$ cat config.mk
export PLATFORM = sky130hd
export DESIGN_NAME = tick_stopwatch_flat
export DESIGN_NICKNAME = d
export VERILOG_FILES = /design/src/rtl/tick_stopwatch_if.sv /design/src/rtl/tick_stopwatch.sv /design/src/flat_wrapper.sv
export SDC_FILE = /design/constraint.sdc
export NUM_CORES = 1
export LEC_CHECK = 0
export BUFFER_PORTS_ARGS = -buffer_cell sky130_fd_sc_hd__buf_2
export CAP_MARGIN = 20
export CORE_UTILIZATION = 51
export CTS_CLUSTER_SIZE = 24
export DETAILED_ROUTE_END_ITERATION = 10
export GPL_TIMING_DRIVEN = 0
export PLACE_DENSITY = 0.85
export SYNTH_ARGS = -nofsm -noshare
export SYNTH_HDL_FRONTEND = slang
export SYNTH_SLANG_ARGS = --single-unit
$ cat constraint.sdc
create_clock -name clk -period 2 [get_ports clk]
set_input_delay 0.1 -clock clk [delete_from_list [all_inputs] [get_ports clk]]
set_output_delay 0.1 -clock clk [all_outputs]
set_load 0.02 [all_outputs]
$ cat src/rtl/tick_stopwatch_if.sv
//------------------------------------------------------------------------------
// Module   : tick_stopwatch_if
// Purpose  : Control/status bundle for tick_stopwatch (lap signals when STOPWATCH_LAP_EN).
// Revision : 1.0 - initial release
//------------------------------------------------------------------------------
`default_nettype none

interface tick_stopwatch_if;
  logic       tick_i;
  logic       start_stop_i;
  logic       clear_i;
  logic [7:0] count_bcd_o;
  logic       running_o;
  logic       tc_o;
`ifdef STOPWATCH_LAP_EN
  logic       lap_i;
  logic [7:0] lap_bcd_o;

  modport slave (
    input  tick_i, start_stop_i, clear_i, lap_i,
    output count_bcd_o, running_o, tc_o, lap_bcd_o
  );
  modport master (
    output tick_i, start_stop_i, clear_i, lap_i,
    input  count_bcd_o, running_o, tc_o, lap_bcd_o
  );
`else
  modport slave (
    input  tick_i, start_stop_i, clear_i,
    output count_bcd_o, running_o, tc_o
  );
  modport master (
    output tick_i, start_stop_i, clear_i,
    input  count_bcd_o, running_o, tc_o
  );
`endif
endinterface

`default_nettype wire

$ cat src/rtl/tick_stopwatch.sv
//------------------------------------------------------------------------------
// Module   : tick_stopwatch
// Purpose  : 2-digit BCD stopwatch counting rising edges of a divided tick;
//            optional lap capture enabled by macro STOPWATCH_LAP_EN.
// Revision : 1.0 - initial release
//------------------------------------------------------------------------------
`default_nettype none

module tick_stopwatch #(
  parameter logic [7:0] WRAP_BCD = 8'h99
) (
  input  wire               clk,
  input  wire               nrst,
  tick_stopwatch_if.slave   bus
);

  localparam logic [3:0] c_wrap_tens = WRAP_BCD[7:4];
  localparam logic [3:0] c_wrap_ones = WRAP_BCD[3:0];

  if ((c_wrap_tens > 4'd9) || (c_wrap_ones > 4'd9)) begin : g_bad_wrap
    $error("tick_stopwatch: WRAP_BCD has a non-BCD digit");
  end

  typedef enum logic [1:0] {
    IDLE  = 2'd0,
    RUN   = 2'd1,
    PAUSE = 2'd2
  } state_t;

  state_t     state_q, state_d;
  logic [7:0] count_q, count_d;
  logic       tc_q, tc_d;
  logic       running_q, running_d;
  logic       tick_q;
  logic       w_tick_rise;

  assign w_tick_rise = bus.tick_i & ~tick_q;

  always_ff @(posedge clk or negedge nrst) begin
    if (!nrst) begin
      state_q   <= IDLE;
      count_q   <= 8'h00;
      tc_q      <= 1'b0;
      running_q <= 1'b0;
      tick_q    <= 1'b0;
    end else begin
      state_q   <= state_d;
      count_q   <= count_d;
      tc_q      <= tc_d;
      running_q <= running_d;
      tick_q    <= bus.tick_i;
    end
  end

  // A tick in RUN is counted even when start_stop pauses in the same cycle.
  always_comb begin
    state_d = state_q;
    count_d = count_q;
    tc_d    = 1'b0;
    if (bus.clear_i) begin
      state_d = IDLE;
      count_d = 8'h00;
    end else begin
      case (state_q)
        IDLE: begin
          count_d = 8'h00;
          if (bus.start_stop_i) state_d = RUN;
        end
        RUN: begin
          if (w_tick_rise) begin
            if (count_q == WRAP_BCD) begin
              count_d = 8'h00;
              tc_d    = 1'b1;
            end else if (count_q[3:0] == 4'd9) begin
              count_d = {count_q[7:4] + 4'd1, 4'd0};
            end else begin
              count_d = {count_q[7:4], count_q[3:0] + 4'd1};
            end
          end
          if (bus.start_stop_i) state_d = PAUSE;
        end
        PAUSE: begin
          if (bus.start_stop_i) state_d = RUN;
        end
        default: begin
          state_d = IDLE;
          count_d = 8'h00;
        end
      endcase
    end
    running_d = (state_d == RUN);
  end

  assign bus.count_bcd_o = count_q;
  assign bus.running_o   = running_q;
  assign bus.tc_o        = tc_q;

`ifdef STOPWATCH_LAP_EN
  logic [7:0] lap_q, lap_d;

  // Snapshot is the pre-increment count; clear wins over lap.
  always_comb begin
    lap_d = lap_q;
    if (bus.clear_i)    lap_d = 8'h00;
    else if (bus.lap_i) lap_d = count_q;
  end

  always_ff @(posedge clk or negedge nrst) begin
    if (!nrst) lap_q <= 8'h00;
    else       lap_q <= lap_d;
  end

  assign bus.lap_bcd_o = lap_q;
`endif

endmodule

`default_nettype wire
$ cat src/flat_wrapper.sv
// flat-port wrapper written by rule: the top's interface ports become plain ports
module tick_stopwatch_flat 
#(
  parameter logic [7:0] WRAP_BCD = 8'h99
)
  (clk, nrst, bus_tick_i, bus_start_stop_i, bus_clear_i, bus_count_bcd_o, bus_running_o, bus_tc_o);
  tick_stopwatch_if bus_i ();
  input  wire clk;
  input  wire nrst;
  input wire logic [$bits(bus_i.tick_i)-1:0] bus_tick_i;
  input wire logic [$bits(bus_i.start_stop_i)-1:0] bus_start_stop_i;
  input wire logic [$bits(bus_i.clear_i)-1:0] bus_clear_i;
  output wire logic [$bits(bus_i.count_bcd_o)-1:0] bus_count_bcd_o;
  output wire logic [$bits(bus_i.running_o)-1:0] bus_running_o;
  output wire logic [$bits(bus_i.tc_o)-1:0] bus_tc_o;
  assign bus_i.tick_i = bus_tick_i;
  assign bus_i.start_stop_i = bus_start_stop_i;
  assign bus_i.clear_i = bus_clear_i;
  assign bus_count_bcd_o = bus_i.count_bcd_o;
  assign bus_running_o = bus_i.running_o;
  assign bus_tc_o = bus_i.tc_o;
  tick_stopwatch #(.WRAP_BCD(WRAP_BCD)) u_core (.clk(clk), .nrst(nrst), .bus(bus_i));
endmodule
==> impl_table.tex <==
\begin{tabular}{lr}
\hline
Metric & Value \\
\hline
\multicolumn{2}{l}{\textbf{Clocking}} \\
Number of levels the H-tree was split into & 1 \\
Sinks on the clock net & 13 \\
CTS buffer count & 3 \\
Resized Gates After CTS & 0 \\
Clock tree from TritonCTS & built \\
Clock Pin Slew Worst Setup and Hold Paths & 0.08 ns \\
Root buf cell & sky130\_fd\_sc\_hd\_\_clkbuf\_4 \\
Bufs on Longest Clock Path & 2 \\
Skew-Pair Late Insertion Delay & 0.28 ns \\
\multicolumn{2}{l}{\textbf{STA}} \\
Unrepaired setup endpoints after global routing & false \\
Final hold violation count & 0 \\
Setup Viol. Count Final & 0 \\
Portion of the clock cycle consumed by the worst path in the final layout & 79.1\% \\
Maximum frequency from static timing analysis & 632 MHz \\
Setup skew after layout & 0.00472 ns \\
Tmin final & 1.58 ns \\
Worst-Margin Slew & 0.317 ns \\
Final sum of negative setup slack & 0 ns \\
Worst slew margin relative to its limit & 78.8\% \\
Final slew viol count & 0 \\
\multicolumn{2}{l}{\textbf{Drt}} \\
Pre-Repair DR Iteration Count & 4 \\
DRC violation count after routing & 0 \\
Vias per std cell & 5.53 \\
Iteration-0 DRC count of the detailed router & 8 \\
DRT Wirelength & 1350 µm \\
Routed vias & 575 \\
Routed Antenna Nets & 0 \\
Post-DR wirelength/cell & 13.0 µm \\
\multicolumn{2}{l}{\textbf{Status}} \\
Outcome & complete, no violations \\
\multicolumn{2}{l}{\textbf{Logic synthesis}} \\
Most used standard cells in the synthesized netlist & 13 x sky130\_fd\_sc\_hd\_\_dfrtp\_1, 5 x sky130\_fd\_sc\_hd\_\_nor2\_1 \\
Number of distinct library cells after synthesis & 31 \\
Synthesized flop and latch total & 13 \\
Share of synthesized flip-flops with an asynchronous set or reset & 100\% \\
Mean cell area of the mapped netlist & 10.2 µm² \\
Top flip-flop cell by instance count after synthesis & sky130\_fd\_sc\_hd\_\_dfrtp\_1 \\
Number of flops mapped to enable cells by yosys & 0 \\
Count of mapped cells out of synthesis & 69 \\
Syn. warnings & 0 \\
Sequential cell area fraction in the yosys report & 46.0\% \\
Synthesized cell area & 707 µm² \\
Count leader, synth & sky130\_fd\_sc\_hd\_\_dfrtp\_1 \\
Syn nets & 78 \\
Leading area contributor after synthesis & sky130\_fd\_sc\_hd\_\_dfrtp\_1 \\
Synth area leaders & sky130\_fd\_sc\_hd\_\_dfrtp\_1 46\%, sky130\_fd\_sc\_hd\_\_ha\_1 7.1\%, sky130\_fd\_sc\_hd\_\_mux2\_2 4.8\% \\
Share of the synthesized area in the top cell type & 46.0\% \\
\multicolumn{2}{l}{\textbf{Layout}} \\
Synthesis-to-finish area growth & 19.1\% \\
Area of all placed cells without fillers & 842 µm² \\
Fraction of final layout cells with drive strength greater than 1 & 25.8\% \\
Final antenna diode count & 0 \\
Net count, final & 99 \\
\multicolumn{2}{l}{\textbf{Power}} \\
Power density relative to cell area & 596 nW/µm² \\
Leakage power & 0.423 nW \\
Largest vdd supply drop & 0.505 mV \\
Total power after layout & 0.502 mW \\
\multicolumn{2}{l}{\textbf{Hold path}} \\
Hold crit path type & input port to flip-flop \\
\multicolumn{2}{l}{\textbf{Setup path}} \\
Data required, critical path & 2.16 ns \\
Critical register-to-register path startpoint & u\_core.state\_q[1] \\
CP arrival & 1.74 ns \\
FF-to-FF End & u\_core.bus.count\_bcd\_o[0] \\
Worst R2R Setup Slack & 0.42 ns \\
Worst reg-to-reg path cell count & 4 \\
Worst setup path startpoint & u\_core.state\_q[1] \\
Kind of start point of the critical path & flip-flop \\
CP Capture Type & flip-flop \\
Maximum fanout count along the critical path & 5 \\
CP Class & flip-flop to flip-flop \\
CP endpoint & u\_core.bus.count\_bcd\_o[0] \\
\multicolumn{2}{l}{\textbf{Place}} \\
Detail Placement HPWL & 1000 µm \\
Weighted congestion reported at the end of routability-driven placement & 0.767 \\
Total of buffers placed on input and output ports & 14 \\
Placed Instance Area & 796 µm² \\
\multicolumn{2}{l}{\textbf{Floorplan}} \\
Vertical extent of the die & 39.2 µm \\
Initial core utilization & 54.3\% \\
Die Area & 1540 µm² \\
Number of standard-cell rows in the floorplan & 13 \\
Die Width & 39.2 µm \\
Number of top-level pins & 15 \\
Placeable Area & 1300 µm² \\
\multicolumn{2}{l}{\textbf{Global routing}} \\
Sum of overflow across all layers after global routing & 0 \\
GRT Resource Usage Total & 20.3\% \\
Number of antenna violations at the first check in global routing & 0 \\
Pin count of the biggest net entering global routing & 14 \\
First-pass GRT wire length & 1970 µm \\
Via count of the first global-routing pass & 474 \\
\multicolumn{2}{l}{\textbf{Flow run}} \\
Max-cap violations & 0 \\
\hline
\end{tabular}
-- through the flow --
step | util [%] | worst slack (ns) | hold WS, ns | instances
final | 64.7 | 0.418 | 0.0504 | 104
after CTS | 64.7 | 0.423 | 0.0414 | 104
after floorplan | - | 0.544 | -0.196 | 69
after global routing | 64.7 | 0.326 | 0.0533 | 104
after detailed placement | 61.2 | 0.440 | 0.00140 | 98
after global placement | 61.2 | 0.455 | -0.00203 | 98
-- critical path: stages (launching register included) --
cell and delay, ns:
sky130_fd_sc_hd__dfrtp_1 0.44, sky130_fd_sc_hd__or2b_1 0.27, sky130_fd_sc_hd__o21ai_1 0.22, sky130_fd_sc_hd__and2_4 0.22, sky130_fd_sc_hd__mux2_1 0.32
-- layer usage --
metal  part of all wire [%]  global-route usage (%)  routed length [µm]  vias to the layer above
met1                     48                    23.5                 648                      265
li1                       -                       -                   -                      291
met4                    1.9                    12.1                  25                        0
met5                      0                       0                   0                        -
met3                    5.3                    6.36                  71                        2
met2                     45                    32.5                 602                       17
-- final cells by class --
cell class	instances	area, µm²
buffer	1	5.00
clock buffer	4	26.3
fill	114	459
inverter	4	15.0
multi-input combinational	51	362
sequential	13	325
tap	15	18.8
timing repair buffer	16	90.1
-- logic make-up (layout without fill, tap and decap cells) --
family	after synthesis	count (layout)	synth area share, %
AND/OR/NAND/NOR	29	29	23.7
multiplexers	4	4	6.37
XOR/XNOR	1	1	1.24
adder cells (fa/ha/maj)	4	4	7.08
AO/OA/AOI/OAI	13	13	12.7
flip-flops	13	13	46.0
buffers and inverters	5	25	2.83
-- worst min-delay path by stage --
stage                start                   endpoint  slack [ns]  cells past startpoint
2_1_floorplan         nrst  u_core.bus.count_bcd_o[0]       -0.20                      0
3_3_place_gp          nrst  u_core.bus.count_bcd_o[4]      -0.002                      1
3_5_place_dp          nrst  u_core.bus.count_bcd_o[6]       0.001                      1
4_1_cts        bus_clear_i       u_core.bus.running_o        0.04                      2
5_1_grt        bus_clear_i       u_core.bus.running_o        0.05                      2
6_report       bus_clear_i          u_core.state_q[1]        0.05                      2
-- report_power, final --
group	internal (mW)	switching (mW)
logic	0.0265	0.0338
clock network	0.0774	0.0877
registers	0.270	0.00719
-- state kept, by name, summed over array words and instances (netlist names) --
signal	cells
u_core.tick_q	1
u_core.bus.running_o	1
u_core.state_q	2
u_core.bus.count_bcd_o	8
u_core.bus.tc_o	1
-- placed cells by master (no fill, tap or decap), drive strengths merged, types with 2 or more instances in the layout --
master,netlist,final
a21oi,2,2
buf,1,15
clkbuf,0,4
dfrtp,13,13
dlygate4sd3,0,2
ha,4,4
inv,4,4
mux2,4,4
nand2,4,4
nand2b,2,2
nand3,4,4
nand3b,3,3
nor2,6,6
nor4,3,3
o21ai,4,4
-- timing repair --
action                    4_1_cts  5_1_grt
hold buffers                    2        0
setup buffers                   0        0
hold endpoints to repair       14        0
No activity file was read; power rests on OpenSTA's default activity.
